--- src/rtl/writeback_arbiter_pkg.sv ---
// Shared definitions for the writeback arbiter and its round-robin picker.
// Provides the register-address width and the index-width helper.
package writeback_arbiter_pkg;

    localparam int WbAddrBits = 5;

    // Width of a unit index; never zero so a single unit still has a field.
    function automatic int idx_bits(input int n);
        return (n > 1) ? $clog2(n) : 1;
    endfunction

endpackage

--- src/rtl/writeback_arbiter_rr.sv ---
// Combinational round-robin picker: first set req bit at or after ptr_i,
// wrapping. Ports: req_i, ptr_i in; gnt_o (one-hot), idx_o, any_o out.
module round_robin_arb
    import writeback_arbiter_pkg::*;
#(
    parameter int N  = 2,
    parameter int IW = idx_bits(N)
) (
    input  logic [N-1:0]  req_i,
    input  logic [IW-1:0] ptr_i,
    output logic [N-1:0]  gnt_o,
    output logic [IW-1:0] idx_o,
    output logic          any_o
);

    always_comb begin
        any_o = 1'b0;
        idx_o = '0;
        gnt_o = '0;
        // Lowest requester overall covers the wrapped case.
        for (int i = N - 1; i >= 0; i--) begin
            if (req_i[i]) begin
                any_o = 1'b1;
                idx_o = IW'(i);
            end
        end
        // Lowest requester at or above ptr overrides it.
        for (int i = N - 1; i >= 0; i--) begin
            if (req_i[i] && (IW'(i) >= ptr_i)) begin
                idx_o = IW'(i);
            end
        end
        for (int i = 0; i < N; i++) begin
            gnt_o[i] = any_o && (idx_o == IW'(i));
        end
    end

endmodule

--- src/rtl/writeback_arbiter.sv ---
// Round-robin arbiter sharing one registered writeback slot among units.
// Ports: clk, rst (async, low), x_* per-unit requests, w_* held result.
module writeback_arbiter
    import writeback_arbiter_pkg::*;
#(
    parameter  int p_num_units = 2,
    parameter  int p_data_bits = 32,
    localparam int p_src_bits  = idx_bits(p_num_units)
) (
    input  logic                               clk,
    input  logic                               rst,
    input  logic [p_num_units-1:0]             x_val,
    output logic [p_num_units-1:0]             x_rdy,
    input  logic [p_num_units-1:0]             x_wen,
    input  logic [WbAddrBits*p_num_units-1:0]  x_waddr,
    input  logic [p_data_bits*p_num_units-1:0] x_wdata,
    output logic                               w_val,
    input  logic                               w_rdy,
    output logic                               w_wen,
    output logic [WbAddrBits-1:0]              w_waddr,
    output logic [p_data_bits-1:0]             w_wdata,
    output logic [p_src_bits-1:0]              w_src
);

    typedef struct packed {
        logic                   val;
        logic                   wen;
        logic [WbAddrBits-1:0]  waddr;
        logic [p_data_bits-1:0] wdata;
        logic [p_src_bits-1:0]  src;
    } wb_entry_t;

    wb_entry_t              out_q, out_d;
    logic [p_src_bits-1:0]  ptr_q, ptr_d;
    logic [p_num_units-1:0] gnt;
    logic [p_src_bits-1:0]  win;
    logic                   any;
    logic                   accept;

    round_robin_arb #(
        .N  (p_num_units),
        .IW (p_src_bits)
    ) u_rr (
        .req_i (x_val),
        .ptr_i (ptr_q),
        .gnt_o (gnt),
        .idx_o (win),
        .any_o (any)
    );

    // Slot is free when empty or being drained this cycle.
    assign accept = !out_q.val || w_rdy;

    // Grants are suppressed while reset is held.
    assign x_rdy = rst ? (gnt & {p_num_units{accept}}) : '0;

    always_comb begin
        out_d = out_q;
        ptr_d = ptr_q;
        if (accept && any) begin
            out_d.val   = 1'b1;
            out_d.wen   = x_wen[win];
            out_d.waddr = x_waddr[int'(win)*WbAddrBits +: WbAddrBits];
            out_d.wdata = x_wdata[int'(win)*p_data_bits +: p_data_bits];
            out_d.src   = win;
            if (win == p_src_bits'(p_num_units - 1)) begin
                ptr_d = '0;
            end else begin
                ptr_d = win + 1'b1;
            end
        end else if (accept) begin
            out_d.val = 1'b0;
        end
    end

    always_ff @(posedge clk or negedge rst) begin
        if (!rst) begin
            out_q <= '0;
            ptr_q <= '0;
        end else begin
            out_q <= out_d;
            ptr_q <= ptr_d;
        end
    end

    assign w_val   = out_q.val;
    assign w_wen   = out_q.wen;
    assign w_waddr = out_q.waddr;
    assign w_wdata = out_q.wdata;
    assign w_src   = out_q.src;

endmodule

--- config.mk ---
export PLATFORM = sky130hd
export DESIGN_NAME = writeback_arbiter
export DESIGN_NICKNAME = d
export VERILOG_FILES = /design/src/rtl/writeback_arbiter_pkg.sv /design/src/rtl/writeback_arbiter_rr.sv /design/src/rtl/writeback_arbiter.sv
export SDC_FILE = /design/constraint.sdc
export NUM_CORES = 1
export LEC_CHECK = 0
export CORE_UTILIZATION = 25
export DETAILED_ROUTE_END_ITERATION = 6
export PLACE_DENSITY = 0.67
export SLEW_MARGIN = 20
export SYNTH_ARGS = -nofsm -noshare
export SYNTH_HDL_FRONTEND = slang
export SYNTH_SLANG_ARGS = --single-unit
--- constraint.sdc ---
create_clock -name clk -period 2.02 [get_ports clk]
set_input_delay 0.202 -clock clk [delete_from_list [all_inputs] [get_ports clk]]
set_output_delay 0.202 -clock clk [all_outputs]
set_load 0.1 [all_outputs]
==> flow_summary.json, run 1 <==
{
  "slew_headroom": 0.7285,
  "rows": 32,
  "synth_fp_nets": 262,
  "post_cts_buffers": 0,
  "seq_area_mm2": 0.001027,
  "drt-total-wl_um": 6193,
  "drv_cap": 0,
  "highest_layer": "met4",
  "pin_count": 123,
  "overflow": 0,
  "ctsHtreeMaxLevel": 2,
  "root_buffer": "clkbuf_8",
  "outcome": "completed",
  "postCtsHoldBufs": 1,
  "avgRoutedWirePerCell_um": 15.41,
  "synth.area.top_cells": "dfrtp_1 (52%), a221o_1 (12%), a21boi_0 (9.1%)",
  "finalSetupTns_ps": 0,
  "dp_hpwl_um": 4526,
  "synthDistinctLibCells": 23,
  "wl_met2_um": 3097,
  "crit_chain": "clkdlybuf4s50_1 > and3_4 > and2_2 > buf_12",
  "cp.arrival_ps": 1610,
  "hold_viol_final": 0,
  "dr.first_iter.drc_count": 45,
  "die_area_mm2": 0.008324,
  "finalCritPeriodShare": 0.8965,
  "die_x_um": 91.24,
  "synthCells": 181,
  "drtAntennaViolNets": 0,
  "synth_warnings": 0,
  "synth_edf_count": 0,
  "whs_endpoint": "w_wdata[6]",
  "numCtsBuffers": 5,
  "leakage_nw": 1.398,
  "ctsResizeCount": 0,
  "fp.coreArea_mm2": 0.007727,
  "reg2reg_slack_ps": 570,
  "finalNetCount": 380,
  "route.detailed.drc": 0,
  "synth.yosys.seq_area_share": 0.5154,
  "rsz0062_at_grt": "false",
  "min_from": "x_wdata[6]",
  "multiInputGateArea_um2": 829.5,
  "insertion_delay_ps": 290,
  "drtPass1Iterations": 4,
  "synth_area_mm2": 0.001991,
  "slowest_delay_ps": 570,
  "path_buf_inv": 2,
  "grt_use_total": 0.1450,
  "critPathCaptureType": "output port",
  "synth_top_area_frac": 0.5154,
  "grt_pass1_wl_um": 9618,
  "finalCriticalPeriod_ps": 1811,
  "p_total_mw": 3.327,
  "r2r_end": "w_wen",
  "cts_tree": "yes",
  "fill_cells": 742,
  "gp_congestion": 0.7335,
  "worstSetupPathType": "input pin to output port",
  "ys_top_cells_by_count": "dfrtp_1 (41), a21boi_0 (24), a221o_1 (24)",
  "hold_path_class": "input pin to flop",
  "hold_path_depth": 3,
  "grt_pass1_vias": 1974,
  "viasPerCell": 4.893,
  "clock-sinks": 41,
  "dr_total_vias": 1967,
  "yosysMostFrequentCell": "dfrtp_1",
  "wl_met1_um": 2657,
  "wl_met3_um": 408,
  "syn2layout_area_growth_pct": 66.56,
  "async_flop_share": 1.000,
  "worst-path-max-fanout": 26,
  "setup_violations": 0,
  "dieHeight_um": 91.24,
  "ys.flop_type": "dfrtp_1",
  "antenna_cells": 0,
  "drv_slew": 0,
  "fmax_ghz": 0.5522,
  "grt_antenna_before_repair": 0,
  "grt_max_degree": 42,
  "crit_slowest_cell": "clkdlybuf4s50_1",
  "cpLargestDelayFamily": "buffers and inverters",
  "cp.required_ps": 1820,
  "yosysTopAreaCell": "dfrtp_1",
  "path_clk_slew_ps": 80,
  "r2r.worst_path.cells": 4,
  "worst_pin_slew_ps": 407.2,
  "drive_above_1_share": 0.2233,
  "start_util": 0.2576,
  "ir_drop_v": 0.0004358,
  "ys_ff_latch": 41,
  "regToRegStartpoint": "w_val",
  "place.port_buffers": 122,
  "p_per_area_mw_per_mm2": 1003,
  "fin_skew_ps": 5.740,
  "start_kind": "input pin",
  "clock_path_buffers": 2,
  "post_synth.cell_area_avg_um2": 11.00
}
==> worst max path at each step <==
| stage | cells after the start | end | start | slack (ps) |
|---|---|---|---|---|
| 2_1_floorplan | 5 | x_rdy[1] | w_val | 120 |
| 3_3_place_gp | 4 | x_rdy[0] | x_val[0] | 230 |
| 3_5_place_dp | 4 | x_rdy[0] | x_val[0] | 190 |
| 4_1_cts | 4 | x_rdy[0] | x_val[0] | 190 |
| 5_1_grt | 4 | x_rdy[0] | x_val[0] | 170 |
| 6_report | 4 | x_rdy[0] | x_val[0] | 210 |
==> worst register-to-register path: stages, from the launching register on <==
cell      delay [ps]
dfrtp_2          430
nand2b_4          70
buf_4            360
a21boi_0         180
a221o_1          290
==> flip-flops by register name, summed over array words and instances (netlist names) <==
register  count
w_wdata      32
w_waddr       5
ptr_q         1
w_src         1
w_val         1
w_wen         1
==> power breakdown <==
part           switching (mW)  internal, mW
sequential             0.0775         0.952
clock                   0.284         0.309
combinational            1.24         0.463
total                    1.60          1.72
==> per-layer routing <==
metal / GRT usage / vias to the layer above
li1: - / 935
met1: 0.1754 / 950
met2: 0.2538 / 77
met3: 0.04020 / 5
met4: 0.03571 / 0
met5: 0 / -
==> layout make-up <==
class	count	share of cell area
Clock buffer	7	0.02906
Clock inverter	1	0.001509
Multi-Input combinational cell	118	0.2502
Sequential cell	41	0.3098
Inverter	1	0.001132
Tap cell	102	0.03849
Timing Repair Buffer	132	0.3698
==> cells in the final DEF, fill, tap and decap left out, drive strengths merged, types with 3 or more instances in the layout <==
cell	n
a21boi	24
buf	52
nand2b	3
clkbuf	7
nand3	14
a221o	24
dfrtp	41
a21oi	14
o21ai	14
a31oi	14
clkdlybuf4s50	79
and2	3
==> stage by stage <==
step	instance area, µm²	std cells	hold WS [ps]	util	worst slack [ps]
2_1_floorplan	1994	181	-93.59	-	124.8
4_1_cts	3316	402	472.3	0.4291	191.2
5_1_grt	3316	402	485.5	0.4291	165.3
3_5_place_dp	3204	393	240.2	0.4147	190.0
6_report	3316	402	482.6	0.4291	209.1
3_3_place_gp	3204	393	245.8	0.4147	230.6
==> cell families (layout without fill, tap and decap cells) <==
kind of cell / after synthesis / count (layout) / synth area share
flops: 41 / 41 / 0.5154
simple gates: 26 / 26 / 0.08235
compound gates: 92 / 92 / 0.3331
buf+inv: 22 / 141 / 0.06913
(Power assumes the default switching activity.)
==> run 2, diff against run 1 <==
- HOLD_SLACK_MARGIN: not set -> 0.12
- MAX_ROUTING_LAYER: not set -> met4
==> run 2 against run 1 <==
Against the previous run:
- count of clock-buffer cells in the layout unchanged
- total power about the same
- register-to-register slack about the same
- critical endpoint unchanged
- cell count unchanged
- routed wire length increased by 0.16%
- hold slack got worse by 1.4 ps
==> flow_summary.json, run 2 (synthesis gave the netlist of run 1 again) <==
{
  "outcome": "completed",
  "root_buffer": "clkbuf_8",
  "fmax_ghz": 0.5531,
  "fp.coreArea_mm2": 0.007727,
  "drtPass1Iterations": 4,
  "avgRoutedWirePerCell_um": 15.43,
  "drt-total-wl_um": 6203,
  "ctsHtreeMaxLevel": 2,
  "cts_tree": "yes",
  "hold_path_depth": 3,
  "drive_above_1_share": 0.2233,
  "overflow": 0,
  "die_area_mm2": 0.008324,
  "antenna_cells": 0,
  "path_buf_inv": 2,
  "p_per_area_mw_per_mm2": 1003,
  "leakage_nw": 1.398,
  "pin_count": 123,
  "numCtsBuffers": 5,
  "place.port_buffers": 122,
  "reg2reg_slack_ps": 580,
  "clock-sinks": 41,
  "grt_max_degree": 42,
  "finalInstanceArea_mm2": 0.003316,
  "r2r.worst_path.cells": 4,
  "slew_headroom": 0.7337,
  "start_util": 0.2576,
  "final_cell_mix": "clkdlybuf4s50_1 (79), buf_4 (48), dfrtp_1 (40), a21boi_0 (24), a221o_1 (24)",
  "r2r_end": "w_wen",
  "finalNetCount": 380,
  "largest_reg_flops": 32,
  "dr.first_iter.drc_count": 44,
  "regToRegStartpoint": "w_val",
  "worst_pin_slew_ps": 399.5,
  "drv_slew": 0,
  "finalSetupTns_ps": 0,
  "min_from": "x_wdata[10]",
  "cp.required_ps": 1820,
  "drv_cap": 0,
  "die_x_um": 91.24,
  "syn2layout_area_growth_pct": 66.56,
  "crit_chain": "clkdlybuf4s50_1 > and3_4 > and2_2 > buf_12",
  "fin_skew_ps": 5.179,
  "finalCritPeriodShare": 0.8951,
  "placed_area_mm2": 0.003204,
  "route.detailed.drc": 0,
  "ir_drop_v": 0.0004357,
  "finalCriticalPeriod_ps": 1808,
  "crit_slowest_cell": "clkdlybuf4s50_1",
  "gp_congestion": 0.7424,
  "worst-path-max-fanout": 26,
  "ctsResizeCount": 0,
  "insertion_delay_ps": 290,
  "grt_pass1_wl_um": 9625,
  "cpLargestDelayFamily": "buffers and inverters",
  "rows": 32,
  "whs_endpoint": "w_wdata[10]",
  "post_cts_buffers": 0,
  "layout_commonest_cell": "clkdlybuf4s50_1",
  "grt_use_total": 0.1493,
  "fin_ws_ps": 212.0,
  "path_clk_slew_ps": 80,
  "cp.arrival_ps": 1610,
  "hold_path_class": "input pin to flop",
  "grt_pass1_vias": 1974,
  "drtAntennaViolNets": 0,
  "setup_violations": 0,
  "slowest_delay_ps": 570,
  "pre_cts_ws_ps": 190.0,
  "dp_hpwl_um": 4526,
  "critPathCaptureType": "output port",
  "fill_cells": 742,
  "p_total_mw": 3.325,
  "worstSetupPathType": "input pin to output port",
  "viasPerCell": 4.915,
  "rsz0062_at_grt": "false",
  "hold_viol_final": 0,
  "dieHeight_um": 91.24,
  "grt_antenna_before_repair": 0,
  "final_util": 0.4291,
  "start_kind": "input pin",
  "dr_total_vias": 1976,
  "clock_path_buffers": 2
}
[run 2: cell counts in the layout (fill, tap and decap cells not counted)]
No cell type changed its count.
[run 2: worst register-to-register path: cells and delay by family, from the launching register on]
kind / cells / cell delay (ps)
DFF: 1 / 430
AOI/OAI and AO/OA: 2 / 470
and+or+nand+nor: 1 / 70
buffers and inverters: 1 / 360
[run 2: per-stage QoR]
step	hold slack (ps)	cells
after floorplan	-93.59	181
after global placement	245.8	393
after detailed placement	240.2	393
after CTS	472.3	402
after global routing	485.5	402
final	481.2	402
[run 2: layout make-up]
class,count,area [µm²],area share
well taps,102,127.6,0.03849
multi-input cells,118,829.5,0.2502
inverters,1,3.754,0.001132
repair buffers,132,1226,0.3698
flip-flops and latches,41,1027,0.3098
clock inverters,1,5.005,0.001509
clock buffers,7,96.34,0.02906
[run 2: repair_timing]
action,4_1_cts,5_1_grt
endpoints found under the hold margin,41,0
hold buffers,1,0
setup endpoints to repair,0,0
[run 2: worst max path at each step]
stage / from / end / slack [ps] / cells past startpoint
after CTS: x_val[0] / x_rdy[0] / 190 / 4
after global placement: x_val[0] / x_rdy[0] / 230 / 4
final: x_val[0] / x_rdy[0] / 210 / 4
after floorplan: w_val / x_rdy[1] / 120 / 5
after global routing: x_val[0] / x_rdy[0] / 170 / 4
after detailed placement: x_val[0] / x_rdy[0] / 190 / 4
[run 2: per-layer routing]
metal	track usage	wire length, µm
met1	0.1801	2694
met2	0.2538	3141
met4	0.03571	17
met5	-	0
met3	0.03350	350
[run 2: power breakdown]
part	switching [mW]	leakage [nW]	internal, mW	total [mW]
combinational	1.24	0.857	0.463	1.70
clock	0.281	0.0542	0.309	0.590
sequential	0.0773	0.486	0.952	1.03
